`config.mk`:
```
export PLATFORM = sky130hd
export DESIGN_NAME = fetch_unit
export DESIGN_NICKNAME = d
export VERILOG_FILES = /design/src/rtl/fetch_pkg.sv /design/src/rtl/fetch_queue.sv /design/src/rtl/fetch_unit.sv
export SDC_FILE = /design/constraint.sdc
export NUM_CORES = 1
export LEC_CHECK = 0
export CAP_MARGIN = 20
export CORE_UTILIZATION = 50
export CTS_BUF_LIST = sky130_fd_sc_hd__clkbuf_4
export CTS_CLUSTER_DIAMETER = 30
export CTS_CLUSTER_SIZE = 40
export DETAILED_ROUTE_END_ITERATION = 6
export PLACE_DENSITY = 0.72
export SYNTH_ARGS = -nofsm -noshare
export SYNTH_HDL_FRONTEND = slang
export SYNTH_SLANG_ARGS = --single-unit
```
`constraint.sdc`:
```
create_clock -name clk -period 3.8 [get_ports clk]
set_input_delay 0.38 -clock clk [delete_from_list [all_inputs] [get_ports clk]]
set_output_delay 0.38 -clock clk [all_outputs]
set_load 0.03 [all_outputs]
```
`src/rtl/fetch_pkg.sv`:
```
// Shared types and helpers for the instruction fetch unit and its queue.
package fetch_pkg;

    localparam int XLEN        = 32;
    localparam int INSTR_BYTES = 4;

    typedef struct packed {
        logic [XLEN-1:0] pc;
        logic [XLEN-1:0] instr;
    } fetch_entry_t;

    // Bits needed to hold any value from 0 up to and including max_val.
    function automatic int cnt_width(input int max_val);
        return $clog2(max_val + 1);
    endfunction

endpackage

```
`src/rtl/fetch_queue.sv`:
```
// Synchronous instruction queue: push, pop, clear, occupancy count and head entry
// read straight out of the storage flops.
module fetch_queue
    import fetch_pkg::*;
#(
    parameter type entry_t = fetch_entry_t,
    parameter int  DEPTH   = 4,
    parameter int  CW      = cnt_width(DEPTH)
) (
    input  logic          clk,
    input  logic          reset,
    input  logic          push,
    input  logic          pop,
    input  logic          clear,
    input  entry_t        push_data,
    output entry_t        head,
    output logic [CW-1:0] count
);

    localparam int PW = $clog2(DEPTH);

    entry_t          mem_q [DEPTH];
    logic [PW-1:0]   wr_q;
    logic [PW-1:0]   wr_d;
    logic [PW-1:0]   rd_q;
    logic [PW-1:0]   rd_d;
    logic [CW-1:0]   cnt_q;
    logic [CW-1:0]   cnt_d;
    logic            do_push;
    logic            do_pop;

    // Pointer and occupancy next state; a full queue still accepts a push when it pops.
    always_comb begin
        do_pop  = pop && (cnt_q != '0);
        do_push = push && ((cnt_q != CW'(DEPTH)) || do_pop);
        wr_d    = wr_q;
        rd_d    = rd_q;
        cnt_d   = cnt_q;
        if (clear) begin
            do_push = 1'b0;
            wr_d    = '0;
            rd_d    = '0;
            cnt_d   = '0;
        end else begin
            if (do_push) begin
                wr_d = wr_q + PW'(1);
            end else begin
                wr_d = wr_q;
            end
            if (do_pop) begin
                rd_d = rd_q + PW'(1);
            end else begin
                rd_d = rd_q;
            end
            case ({do_push, do_pop})
                2'b10:   cnt_d = cnt_q + CW'(1);
                2'b01:   cnt_d = cnt_q - CW'(1);
                default: cnt_d = cnt_q;
            endcase
        end
    end

    // Storage and pointer registers.
    always_ff @(posedge clk) begin
        if (reset) begin
            wr_q  <= '0;
            rd_q  <= '0;
            cnt_q <= '0;
            for (int i = 0; i < DEPTH; i++) begin
                mem_q[i] <= '0;
            end
        end else begin
            wr_q  <= wr_d;
            rd_q  <= rd_d;
            cnt_q <= cnt_d;
            if (do_push) begin
                mem_q[wr_q] <= push_data;
            end
        end
    end

    assign head  = mem_q[rd_q];
    assign count = cnt_q;

endmodule

```
`src/rtl/fetch_unit.sv`:
```
// Instruction fetch unit: sequential address generation, in-flight request tracking
// with stale-response discard after redirect, and an instruction queue towards decode.
module fetch_unit
    import fetch_pkg::*;
#(
    parameter int              XLEN     = 32,
    parameter int              DEPTH    = 4,
    parameter int              MAX_OUT  = 2,
    parameter logic [XLEN-1:0] RESET_PC = '0
) (
    input  logic            clk,
    input  logic            reset,
    input  logic            redirect,
    input  logic [XLEN-1:0] redirect_pc,
    output logic            proc_req,
    output logic [XLEN-1:0] addr,
    input  logic            mem_ready,
    input  logic            valid,
    input  logic [XLEN-1:0] rdata,
    output logic            instr_valid,
    output logic [XLEN-1:0] instr,
    output logic [XLEN-1:0] instr_pc,
    input  logic            instr_ready
);

    typedef struct packed {
        logic [XLEN-1:0] pc;
        logic [XLEN-1:0] instr;
    } entry_t;

    localparam int OW = cnt_width(MAX_OUT);
    localparam int QW = cnt_width(DEPTH);
    localparam int SW = ((OW > QW) ? OW : QW) + 1;

    logic [XLEN-1:0] fetch_pc_q;
    logic [XLEN-1:0] fetch_pc_d;
    logic [XLEN-1:0] resp_pc_q;
    logic [XLEN-1:0] resp_pc_d;
    logic [OW-1:0]   live_q;
    logic [OW-1:0]   live_d;
    logic [OW-1:0]   stale_q;
    logic [OW-1:0]   stale_d;
    logic [QW-1:0]   q_count;
    entry_t          q_head;
    entry_t          q_din;
    logic [SW-1:0]   out_sum;
    logic [SW-1:0]   credit_sum;
    logic [XLEN-1:0] redir_base;
    logic            accept;
    logic            resp_drop;
    logic            resp_push;
    logic            q_pop;
    logic            unused_pc_bits;

    // Live requests reserve a queue slot up front, so a live response always has room.
    assign out_sum    = SW'(live_q) + SW'(stale_q);
    assign credit_sum = SW'(live_q) + SW'(q_count);
    assign proc_req   = !reset && !redirect && (out_sum < SW'(MAX_OUT)) && (credit_sum < SW'(DEPTH));
    assign addr       = fetch_pc_q;
    assign accept     = proc_req && mem_ready;

    assign resp_drop  = valid && (stale_q != '0);
    assign resp_push  = valid && (stale_q == '0) && (live_q != '0) && !redirect;
    assign redir_base = {redirect_pc[XLEN-1:2], 2'b00};
    assign unused_pc_bits = ^redirect_pc[1:0];

    assign instr_valid = (q_count != '0);
    assign q_pop       = instr_valid && instr_ready && !redirect;
    assign q_din       = '{pc: resp_pc_q, instr: rdata};

    // PC and in-flight counter next state; a redirect turns every live request stale.
    always_comb begin
        fetch_pc_d = fetch_pc_q;
        resp_pc_d  = resp_pc_q;
        live_d     = live_q;
        stale_d    = stale_q;
        if (redirect) begin
            fetch_pc_d = redir_base;
            resp_pc_d  = redir_base;
            live_d     = '0;
            stale_d    = stale_q + live_q - OW'(valid && (out_sum != '0));
        end else begin
            if (accept) begin
                fetch_pc_d = fetch_pc_q + XLEN'(INSTR_BYTES);
            end else begin
                fetch_pc_d = fetch_pc_q;
            end
            if (resp_push) begin
                resp_pc_d = resp_pc_q + XLEN'(INSTR_BYTES);
            end else begin
                resp_pc_d = resp_pc_q;
            end
            live_d  = live_q + OW'(accept) - OW'(resp_push);
            stale_d = stale_q - OW'(resp_drop);
        end
    end

    // PC and counter registers.
    always_ff @(posedge clk) begin
        if (reset) begin
            fetch_pc_q <= RESET_PC;
            resp_pc_q  <= RESET_PC;
            live_q     <= '0;
            stale_q    <= '0;
        end else begin
            fetch_pc_q <= fetch_pc_d;
            resp_pc_q  <= resp_pc_d;
            live_q     <= live_d;
            stale_q    <= stale_d;
        end
    end

    fetch_queue #(
        .entry_t (entry_t),
        .DEPTH   (DEPTH),
        .CW      (QW)
    ) u_queue (
        .clk       (clk),
        .reset     (reset),
        .push      (resp_push),
        .pop       (q_pop),
        .clear     (redirect),
        .push_data (q_din),
        .head      (q_head),
        .count     (q_count)
    );

    assign instr    = q_head.instr;
    assign instr_pc = q_head.pc;

endmodule

```
# Word-level counts from Yosys, hierarchy flattened
# Memory sizes are Yosys's and may differ from the RTL's. A register that Yosys moved wholly into a read port is not among the register bits.
# Cells that the tools add are included.
dict set report op_classes {
  add_sub_neg 13
  n_lt_le_gt_ge 2
  eq_ne 3
  n_mux 17
  reduce_logical 26
}
# operator count
set ops {}
lappend ops {{$mux 32} 4}
lappend ops {{$add 32x3->32 const B} 2}
lappend ops {{$mux 64} 1}
lappend ops {{$reduce_or 64->1} 1}
lappend ops {{$logic_and 1x1->1} 13}
lappend ops {{$reduce_bool 2->1} 5}
lappend ops {{$mux 2} 4}
lappend ops {{$mux 1} 7}
lappend ops {{$pmux 3 s2} 1}
lappend ops {{$sub 2x1->2} 3}
lappend ops {{$add 2x1->2 const B} 2}
lappend ops {{$add 2x3->4} 1}
lappend ops {{$lt 4x3->1 const B} 1}
lappend ops {{$reduce_bool 4->1} 1}
lappend ops {{$add 2x2->3} 1}
lappend ops {{$add 3x1->3 const B} 1}
lappend ops {{$lt 3x2->1 const B} 1}
lappend ops {{$ne 3x3->1 const B} 1}
lappend ops {{$reduce_bool 3->1} 1}
lappend ops {{$sub 3x1->3 const B} 1}
lappend ops {{$add 2x1->2} 1}
lappend ops {{$add 2x2->2} 1}
lappend ops {{$eq 2x1->1 const B} 1}
lappend ops {{$eq 2x2->1 const B} 1}
lappend ops {{4 further kinds} 5}
dict set report word_totals {
  register_bits 75
  ramBits 256
  inputBits 70
  out_inout_bits 98
  wordCells 71
  n_memories 1
}
# memory depth word_bits rd rd_clocked_by_memory_dff write_ports line
set memory_table {}
lappend memory_table {u_queue.mem_q 4 64 1 1 4 fetch_queue.sv:22} ;# entry_t mem_q [DEPTH];

# Longest topological paths before layout
# Gate-level depths: netlist of run 1.
dict set report logic_depth {
  ltp_word 12
  depth_mapped 15
  depth_no_buf 12
}

# By module
# From an unflattened synthesis of run 1, not the netlist that was laid out.
dict set report hier_totals {
  cells_unflattened 1131
  area_unflattened_um2 15373.5
}
# module instances cells_each area_each_um2 seq_area_each_um2
set by_module_without_submodules {}
lappend by_module_without_submodules {fetch_queue 1 673 11614.9 7867.5}
lappend by_module_without_submodules {fetch_unit 1 458 3758.6 1281.2}

# Worst setup path after synthesis of run 1
# OpenSTA, ideal clock, no wires.
dict set report synth_path {
  kind {in2reg}
  startpoint {input redirect}
  endpoint {memory u_queue.mem_q[2][0] in the netlist's numbering (enable)}
  t_arrival_ps 2786
  t_required_ps 3381
  path_slack_ps 596
  cell_stages 7
  path_cell_list {buf_6 nand2b_1 and4_1 nor3_1 buf_2 buf_2 a21o_1}
}
# element line
set synth_rtl {}
lappend synth_rtl {{start, declared} fetch_unit.sv:13} ;# input logic redirect,
lappend synth_rtl {{end, declared} fetch_queue.sv:22}

==> qor.csv, run 1 <==
stage,metric,value,unit
outcome,status,"complete, no violations",
setup_path,crit_fanout,31,
logic_synthesis,synth_seq_cells,321,
grt,antenna_found_initial,1,
timing,fmax,309,MHz
logic_synthesis,ys_top_cells_by_area,"edfxtp_1 51%, dfxtp_1 10%, mux4_2 9.6%, nor2_1 5.2%, nand2_1 2.9%",
setup_path,worst-r2r-setup-slack,0.87,ns
logic_synthesis,synth_largest_area_cell,edfxtp_1,
route,drc_errors,0,
floorplan,die_area,29700,um2
pwr,p_sw,1.90,mW
floorplan,coreArea,28600,um2
clock_network,htreeDepth,3,
pwr,seqPwrFrac,50.8,%
setup_path,critPathArrivalTime,2.86,ns
setup_path,reg2regPathDepth,12,
clock_network,worstSkewPairLatency,0.69,ns
clock_network,path_clk_slew,0.08,ns
logic_synthesis,syn_avg_cell_area,12.1,um2
timing,tns,0,ns
clock_network,numCtsBuffers,68,
logic_synthesis,synth_area,14500,um2
route,wire_per_inst,18.2,um
final_layout,fin_util,61.7,%
floorplan,die_y,172,um
timing,hold_viol,0,
placement,numPortBuffers,161,
grt,grt_overflow,0,
min_path,worstHoldStart,redirect_pc[23],
timing,worstMarginPinSlew,0.870,ns
final_layout,area_delta_synth_final,21.7,%
route,vias,10100,
final_layout,drive_above_1_share,15.5,%
grt,grt_usage,22.7,%
logic_synthesis,synth_edf_count,248,
pwr,pwr_density_cell,445,nW/um2
logic_synthesis,synthArstFlopShare,0,%
grt,grt_pass1_vias,9909,
route,dr.pass1.iters,5,
clock_network,cts-root-buf,clkbuf_4,
setup_path,cp.required,3.42,ns
min_path,hold_path_class,primary input to flop,
logic_synthesis,ys_seq_area_share,61.4,%
run,maxCapViolations,0,
route,drtIter0Drc,750,
logic_synthesis,synthesis.instances,1195,
timing,finalSetupViolCount,0,
clock_network,cts_tree,yes,
final_layout,nets,1453,
timing,grt_setup_unrepaired,no,
grt,met2_usage,37.1,%
logic_synthesis,synth_common_cells,"248 x edfxtp_1, 202 x nor2_1, 114 x nand2_1, 83 x inv_1, 73 x dfxtp_1",
clock_network,clock_path_buffers,3,
clock_network,post_cts_buffers,0,
timing,post-route-period-util,85.3,%
route,ant_nets,0,
grt,use_met3,4.67,%
min_path,min_to,resp_pc_q[23],
timing,fin_worst_skew,0.0566,ns
logic_synthesis,yosysWarnings,0,
setup_path,start_kind,flop,
grt,top_usage_layer,met2,
timing,maxSlewViolCount,0,
floorplan,num_rows,62,
setup_path,reg2reg_from,live_q[0],
setup_path,crit_type,flop to primary output,
placement,routabilityCongestion,0.858,
logic_synthesis,synth_ff_type,edfxtp_1,
timing,slew_headroom,42.0,%
placement,hpwlAfterDp,19400,um
logic_synthesis,synth_top_area_share,51.3,%
grt,grtUsageMet1,30.4,%
pwr,switching_share,24.2,%
pwr,p_leak,6.68,nW
pwr,p_int,5.96,mW
floorplan,start_util,50.7,%
logic_synthesis,yosys.cell_count.top_type,edfxtp_1,
setup_path,r2r-end,live_q[1],
floorplan,ios,168,
route,drt_wl_total,33000,um
pwr,total_power,7.86,mW
clock_network,post_cts_resized,0,
timing,period_needed,3.24,ns
grt,grt_max_degree,70,
floorplan,die_w,172,um
logic_synthesis,ys_types,59,
setup_path,endpoint_kind,primary output,
pwr,comb_power_share,7.5,%
min_path,hold_path_depth,3,
grt,grt_pass1_wl,51500,um
pwr,peakVddDrop,0.000219,V
route,viasPerCell,5.57,
clock_network,cts_sinks,321,
pwr,clkPwrFrac,41.7,%
[critical path, stage by stage, from the launching register on]
cell	delay [ns]
dfxtp_4	0.66
buf_12	0.33
mux4_2	0.55
clkdlybuf4s50_1	0.65
[layout make-up]
cell class / count / area, um2
multi-input cells: 709 / 4930
repair buffers: 187 / 1900
clock buffers: 78 / 586
flip-flops and latches: 321 / 8910
clock inverters: 46 / 537
fillers: 2230 / 11000
inverters: 84 / 315
well taps: 384 / 480
diodes: 1 / 2.50
[power by group through the flow]
stage	sequential (mW)	clock, mW	combinational, mW
after floorplan	4.08	0	0.301
after global placement	4.06	0	0.582
after detailed placement	4.07	0	0.589
after CTS	3.99	3.34	0.591
after global routing	4.01	3.49	0.632
final	3.99	3.28	0.589
[logic make-up (layout without fill, tap and decap cells)]
logic type	Yosys count	in the layout	share of synthesized area, %
adder cells (fa/ha/maj)	12	12	1.14
XOR/XNOR	40	40	2.41
multiplexers	65	65	9.84
AND/OR/NAND/NOR	460	460	14.6
other	1	5	0.0258
buffers and inverters	168	395	4.87
flip-flops	321	321	61.4
AO/OA/AOI/OAI	128	128	5.71
[timing repair]
action,in CTS,in global routing
hold buffers,1,0
endpoints found under the setup margin,0,0
hold endpoints to repair,2,0
[worst max-delay path by stage]
stage / end / from / slack (ns) / cells after the start
after floorplan: u_queue.mem_q[2][0] / redirect / 0.60 / 7
after global routing: instr_pc[13] / flop / 0.39 / 3
after global placement: live_q[1] / live_q[0] / 0.93 / 12
after CTS: instr_pc[13] / flop / 0.47 / 3
final: instr_pc[20] / flop / 0.56 / 3
after detailed placement: live_q[1] / live_q[0] / 0.85 / 12
[metal layers]
layer  part of all wire, %  wire length [um]
met2                    47             15500
met4                   1.3               441
met3                   7.9              2600
met1                    44             14400
met5                     0                 0
[placed cells by master, fill, tap and decap left out, drive strengths merged, types with 4 or more instances in the layout]
| cell type | netlist | routed |
|---|---|---|
| a211oi | 16 | 16 |
| a21boi | 9 | 9 |
| a21o | 4 | 4 |
| a21oi | 29 | 29 |
| a31oi | 24 | 24 |
| and2 | 5 | 5 |
| and3 | 35 | 35 |
| and4 | 6 | 6 |
| buf | 37 | 26 |
| bufinv | 0 | 11 |
| clkbuf | 47 | 78 |
| clkdlybuf4s50 | 0 | 160 |
| clkinv | 0 | 21 |
| clkinvlp | 0 | 8 |
| conb | 1 | 4 |
| dfxtp | 73 | 73 |
| edfxtp | 248 | 248 |
| ha | 10 | 10 |
| inv | 84 | 90 |
| mux4 | 62 | 62 |
| nand2 | 114 | 114 |
| nand3 | 19 | 19 |
| nand4 | 23 | 23 |
| nor2 | 203 | 203 |
| nor3 | 19 | 19 |
| nor4 | 14 | 14 |
| o211ai | 6 | 6 |
| o21a | 4 | 4 |
| o21ai | 20 | 20 |
| or3 | 9 | 9 |
| xnor2 | 32 | 32 |
| xor2 | 8 | 8 |
[state kept, by name, summed over array words and instances (netlist names), named ones only]
name	flops
stale_q	2
u_queue.wr_q	2
u_queue.count	3
resp_pc_q	30
live_q	2
u_queue.mem_q	248
u_queue.rd_q	2
addr	30
[stage by stage]
step | instances | cell area [um2] | hold WS, ns | setup WS, ns
6_report | 1810 | 17700 | 0.345 | 0.559
5_1_grt | 1810 | 17700 | 0.348 | 0.390
4_1_cts | 1809 | 17700 | 0.304 | 0.467
3_5_place_dp | 1684 | 16500 | 0.512 | 0.851
3_3_place_gp | 1684 | 16500 | 0.501 | 0.926
2_1_floorplan | 1198 | 14500 | 0.485 | 0.596
Note: power is estimated with default switching activity, not from simulation.
==> inputs of run 2 (changes only) <==
--- a/config.mk
+++ b/config.mk
@@ -5,13 +5,11 @@
 export SDC_FILE = /design/constraint.sdc
 export NUM_CORES = 1
 export LEC_CHECK = 0
-export CAP_MARGIN = 20
-export CORE_UTILIZATION = 50
+export CORE_UTILIZATION = 35
 export CTS_BUF_LIST = sky130_fd_sc_hd__clkbuf_4
 export CTS_CLUSTER_DIAMETER = 30
 export CTS_CLUSTER_SIZE = 40
 export DETAILED_ROUTE_END_ITERATION = 6
-export PLACE_DENSITY = 0.72
 export SYNTH_ARGS = -nofsm -noshare
 export SYNTH_HDL_FRONTEND = slang
 export SYNTH_SLANG_ARGS = --single-unit
==> qor.csv, run 2 (same netlist as run 1, synthesis figures left out) <==
stage,metric,value,unit,change
outcome,status,"complete, no violations",,
final_layout,mostFrequentLayoutCells,"248 x edfxtp_1, 202 x nor2_1, 160 x clkdlybuf4s50_1",,
setup_path,cp.required,3.42,ns,about the same
setup_path,crit_fanout,25,,-19%
floorplan,start_util,35.5,%,-15 points
setup_path,critPathArrivalTime,2.96,ns,+0.10 ns
floorplan,num_rows,74,,+19%
grt,grt_overflow,0,,unchanged
setup_path,slowest_stage,dfxtp_4,,
route,wire_per_inst,18.2,um,+0.13%
pwr,peakVddDrop,0.000156,V,-29%
final_layout,drive_above_1_share,16.6,%,+1.1 points
timing,tns,0,ns,unchanged
route,drtIter0Drc,661,,-12%
timing,slew_headroom,37.9,%,-4.1 points
floorplan,die_w,206,um,+19%
timing,hold_viol,0,,unchanged
grt,grt_usage,17.5,%,-5.2 points
pwr,pwr_density_cell,465,nW/um2,+4.5%
setup_path,cpPeakStageDelay,0.74,ns,+0.08 ns
grt,top_usage_layer,met2,,
final_layout,regMostFlops,u_queue.mem_q,,
run,maxCapViolations,0,,unchanged
clock_network,htreeDepth,3,,unchanged
clock_network,cts_hold_buf,0,,-1
placement,numPortBuffers,161,,unchanged
timing,period_needed,3.34,ns,+0.0950 ns
grt,grt_pass1_vias,10400,,+5.2%
floorplan,coreArea,40800,um2,+43%
route,drt_wl_total,35900,um,+8.9%
final_layout,area_delta_synth_final,24.6,%,
grt,grt_pass1_wl,56200,um,+9.1%
placement,place_inst,1834,,+8.9%
setup_path,reg2regPathDepth,12,,unchanged
grt,grtUsageMet1,23.0,%,-7.4 points
setup_path,crit_type,flop to primary output,,
timing,fmax,300,MHz,-2.8%
grt,grt_max_degree,76,,+8.6%
min_path,hold_path_depth,4,,+1
clock_network,worstSkewPairLatency,0.74,ns,+0.05 ns
route,viasPerCell,5.06,,-9.1%
final_layout,layoutNonFillerInstCount,1969,,+8.8%
clock_network,cts-root-buf,clkbuf_4,,
route,ant_nets,0,,unchanged
clock_network,post_cts_buffers,0,,unchanged
pwr,p_leak,6.78,nW,+1.5%
clock_network,numCtsBuffers,72,,+5.9%
route,drc_errors,0,,unchanged
final_layout,largest_reg_flops,248,,unchanged
clock_network,post_cts_resized,0,,unchanged
timing,post-route-period-util,87.8,%,+2.5 points
timing,finalSetupViolCount,0,,unchanged
placement,hpwlAfterDp,21400,um,+10%
final_layout,fin_util,44.3,%,-17 points
floorplan,die_area,42300,um2,+42%
timing,maxSlewViolCount,0,,unchanged
clock_network,cts_tree,yes,,
grt,met2_usage,28.4,%,-8.8 points
clock_network,path_clk_slew,0.08,ns,about the same
floorplan,die_y,206,um,+19%
route,vias,9969,,-1.1%
setup_path,endpoint_kind,primary output,,
final_layout,nets,1458,,+0.34%
setup_path,start_kind,flop,,
clock_network,clock_path_buffers,3,,unchanged
route,dr.pass1.iters,5,,unchanged
timing,worstMarginPinSlew,0.931,ns,+0.0614 ns
final_layout,final_common_cell,edfxtp_1,,
placement,routabilityCongestion,0.819,,-4.5%
grt,use_met3,3.50,%,-1.2 points
min_path,hold_path_class,primary input to flop,,
grt,antenna_found_initial,1,,unchanged
clock_network,cts_sinks,321,,unchanged
floorplan,ios,168,,unchanged
timing,grt_setup_unrepaired,no,,
setup_path,cp_cell_sequence,"buf_12, mux4_2, clkdlybuf4s50_1",,
timing,fin_worst_skew,0.0530,ns,-0.00356 ns
## run 2: area by class of cell
cell class | count | area (um2)
inverters | 84 | 315
clock buffers | 80 | 601
well taps | 532 | 666
diodes | 1 | 2.50
flip-flops and latches | 321 | 8910
repair buffers | 188 | 1910
multi-input cells | 709 | 4920
fillers | 3783 | 22800
clock inverters | 54 | 748
## run 2: path summary, 6_finish.rpt
path / start / to / slack [ns]
setup / recovery: flop / instr_pc[28] / 0.46
hold / removal: reset / flop / 0.30
setup reg to reg: live_q[0] / live_q[1] / 1.02
hold reg to reg: u_queue.rd_q[1] / flop / 0.52
## run 2: per-layer routing
| metal | up-vias | routed length (um) |
|---|---|---|
| li1 | 4709 | - |
| met1 | 4847 | 16000 |
| met2 | 352 | 16900 |
| met3 | 61 | 2230 |
| met4 | 0 | 756 |
| met5 | - | 0 |
## run 2: worst max-delay path: cells and delay by family (launching register included)
kind     cells  cell delay [ns]
buf+inv      2             0.96
flops        1             0.74
mux          1             0.53
## run 2: per-stage QoR
step | worst slack, ns | hold slack [ns] | total power [mW] | cell area (um2)
after floorplan | 0.596 | 0.485 | 4.38 | 14500
after global placement | 0.918 | 0.509 | 4.66 | 16700
after detailed placement | 0.912 | 0.510 | 4.67 | 16700
after CTS | 0.294 | 0.212 | 8.52 | 18100
after global routing | 0.233 | 0.254 | 8.74 | 18100
final | 0.464 | 0.296 | 8.40 | 18100
## run 2: power breakdown
| group | switching [mW] | leakage (nW) | internal (mW) | total, mW |
|---|---|---|---|---|
| logic | 0.335 | 2.92 | 0.258 | 0.592 |
| registers | 0.0950 | 3.16 | 3.90 | 3.99 |
| clock network | 1.56 | 0.698 | 2.26 | 3.82 |
==> inputs of run 3 (changes only) <==
--- a/config.mk
+++ b/config.mk
@@ -5,11 +5,13 @@
 export SDC_FILE = /design/constraint.sdc
 export NUM_CORES = 1
 export LEC_CHECK = 0
+export CORE_ASPECT_RATIO = 1.2
 export CORE_UTILIZATION = 35
 export CTS_BUF_LIST = sky130_fd_sc_hd__clkbuf_4
 export CTS_CLUSTER_DIAMETER = 30
 export CTS_CLUSTER_SIZE = 40
 export DETAILED_ROUTE_END_ITERATION = 6
+export HOLD_SLACK_MARGIN = 0.12
 export SYNTH_ARGS = -nofsm -noshare
 export SYNTH_HDL_FRONTEND = slang
 export SYNTH_SLANG_ARGS = --single-unit
==> qor.csv, run 3 (same netlist as run 1, synthesis figures left out) <==
stage,metric,value,unit,change
outcome,status,"complete, no violations",,
clock_network,worstSkewPairLatency,0.69,ns,-0.05 ns
timing,tns,0,ns,unchanged
floorplan,coreArea,40800,um2,about the same
final_layout,fin_util,43.9,%,-0.34 points
clock_network,path_clk_slew,0.09,ns,about the same
run,maxCapViolations,0,,unchanged
route,met1_length,15600,um,-2.4%
floorplan,die_area,42300,um2,about the same
route,drt_wl_total,35400,um,-1.4%
final_layout,area_delta_synth_final,23.7,%,
setup_path,crit_buf_inv,2,,unchanged
placement,routabilityCongestion,0.832,,+1.5%
final_layout,largest_reg_flops,248,,unchanged
clock_network,cts_sinks,321,,unchanged
pwr,peakVddDrop,0.000234,V,+50%
route,vias,9922,,-0.47%
floorplan,die_w,188,um,-8.6%
timing,fin_worst_skew,0.0341,ns,-0.0189 ns
timing,worstMarginPinSlew,0.887,ns,-0.0441 ns
clock_network,post_cts_buffers,0,,unchanged
timing,slew_headroom,40.9,%,+2.9 points
final_layout,mostFrequentLayoutCells,"248 x edfxtp_1, 202 x nor2_1, 160 x clkdlybuf4s50_1",,
placement,numPortBuffers,161,,unchanged
setup_path,start_kind,flop,,
placement,place_inst,1843,,+0.49%
grt,grt_usage,16.8,%,-0.65 points
floorplan,die_y,225,um,+9.5%
timing,maxSlewViolCount,0,,unchanged
route,dr_wl_met3,1870,um,-16%
final_layout,layoutNonFillerInstCount,1971,,+0.10%
setup_path,worst-r2r-setup-slack,0.88,ns,-0.14 ns
grt,antenna_found_initial,2,,+1
clock_network,clock_path_buffers,3,,unchanged
clock_network,numCtsBuffers,68,,-5.6%
setup_path,cp.required,3.42,ns,about the same
floorplan,ios,168,,unchanged
clock_network,cts_tree,yes,,
final_layout,nets,1456,,-0.14%
grt,grt_max_degree,92,,+21%
setup_path,slowest_stage,dfxtp_4,,
clock_network,post_cts_resized,0,,unchanged
floorplan,num_rows,81,,+9.5%
clock_network,cts_hold_buf,0,,unchanged
setup_path,crit_type,flop to primary output,,
final_layout,final_common_cell,edfxtp_1,,
timing,fmax,302,MHz,+0.77%
setup_path,endpoint_kind,primary output,,
final_layout,fillers,3770,,-0.34%
setup_path,cp_cell_sequence,"buf_4, mux4_2, clkdlybuf4s50_1",,
setup_path,crit_fanout,25,,unchanged
setup_path,critPathArrivalTime,2.93,ns,-0.03 ns
route,drtIter0Drc,585,,-11%
route,drc_errors,0,,unchanged
clock_network,cts-root-buf,clkbuf_4,,
route,wire_per_inst,18.0,um,-1.5%
grt,grt_pass1_wl,55200,um,-1.8%
final_layout,drive_above_1_share,16.2,%,-0.49 points
placement,hpwlAfterDp,21700,um,+1.5%
timing,finalSetupViolCount,0,,unchanged
timing,post-route-period-util,87.1,%,-0.67 points
min_path,hold_path_class,primary input to flop,,
route,wl_met2,17300,um,+2.2%
timing,hold_viol,0,,unchanged
setup_path,cpLargestDelayFamily,buffers and inverters,,
route,viasPerCell,5.03,,-0.57%
clock_network,htreeDepth,3,,unchanged
route,ant_nets,0,,unchanged
pwr,p_leak,6.74,nW,-0.61%
final_layout,regMostFlops,u_queue.mem_q,,
grt,grt_overflow,0,,unchanged
setup_path,cpPeakStageDelay,0.71,ns,-0.03 ns
timing,period_needed,3.31,ns,-0.0256 ns
timing,grt_setup_unrepaired,no,,
floorplan,start_util,35.5,%,about the same
grt,grt_pass1_vias,10200,,-2.1%
pwr,pwr_density_cell,436,nW/um2,-6.2%
route,maxUsedRoutingLayer,met4,,
timing,whs,0.339,ns,+0.0429 ns
route,dr.pass1.iters,5,,unchanged
run 3: changes by cell type in the layout (fill, tap and decap cells not counted), sizes merged:
cell,before,now
inv,88,89
bufinv,17,10
clkbuf,80,81
clkinv,20,25
diode,1,2
buf,28,30
clkinvlp,13,5
run 3: metrics by stage:
step | power [mW] | instance area, um2 | worst slack [ns]
after floorplan | 4.38 | 14500 | 0.596
after global placement | 4.67 | 16800 | 0.835
after detailed placement | 4.68 | 16800 | 0.821
after CTS | 7.93 | 17900 | 0.349
after global routing | 8.14 | 17900 | 0.275
final | 7.83 | 17900 | 0.490
run 3: final cells by class:
class                           count  area, um2  share of cell area, %
Clock inverter                     45        504                   2.81
Sequential cell                   321       8920                   49.7
Tap cell                          539        674                   3.76
Multi-Input combinational cell    709       4950                   27.6
Timing Repair Buffer              190       1970                   11.0
Inverter                           84        315                   1.76
Antenna cell                        2       5.00                 0.0279
Clock buffer                       81        608                   3.39
run 3: final timing paths:
check                  from           end  cells past startpoint
max                    flop     instr[28]                      3
min          redirect_pc[4]  resp_pc_q[4]                      3
max reg2reg       live_q[0]     live_q[1]                     12
min reg2reg        addr[31]      addr[31]                      2
run 3: where the power goes:
| group | internal, mW | switching [mW] |
|---|---|---|
| Sequential | 3.90 | 0.0935 |
| Clock | 1.77 | 1.47 |
| Combinational | 0.267 | 0.335 |
| Total | 5.93 | 1.90 |
run 3: tightest hold or removal path, stage by stage:
cell             delay [ns]
clkdlybuf4s50_1        0.40
nand2_1                0.11
a21oi_1                0.07
run 3: metal layers:
layer  track usage [%]  up-vias
met4              5.14        0
met2              28.6      322
met1              21.7     4831
met3              3.11       55
met5                 0        -
li1                  -     4714
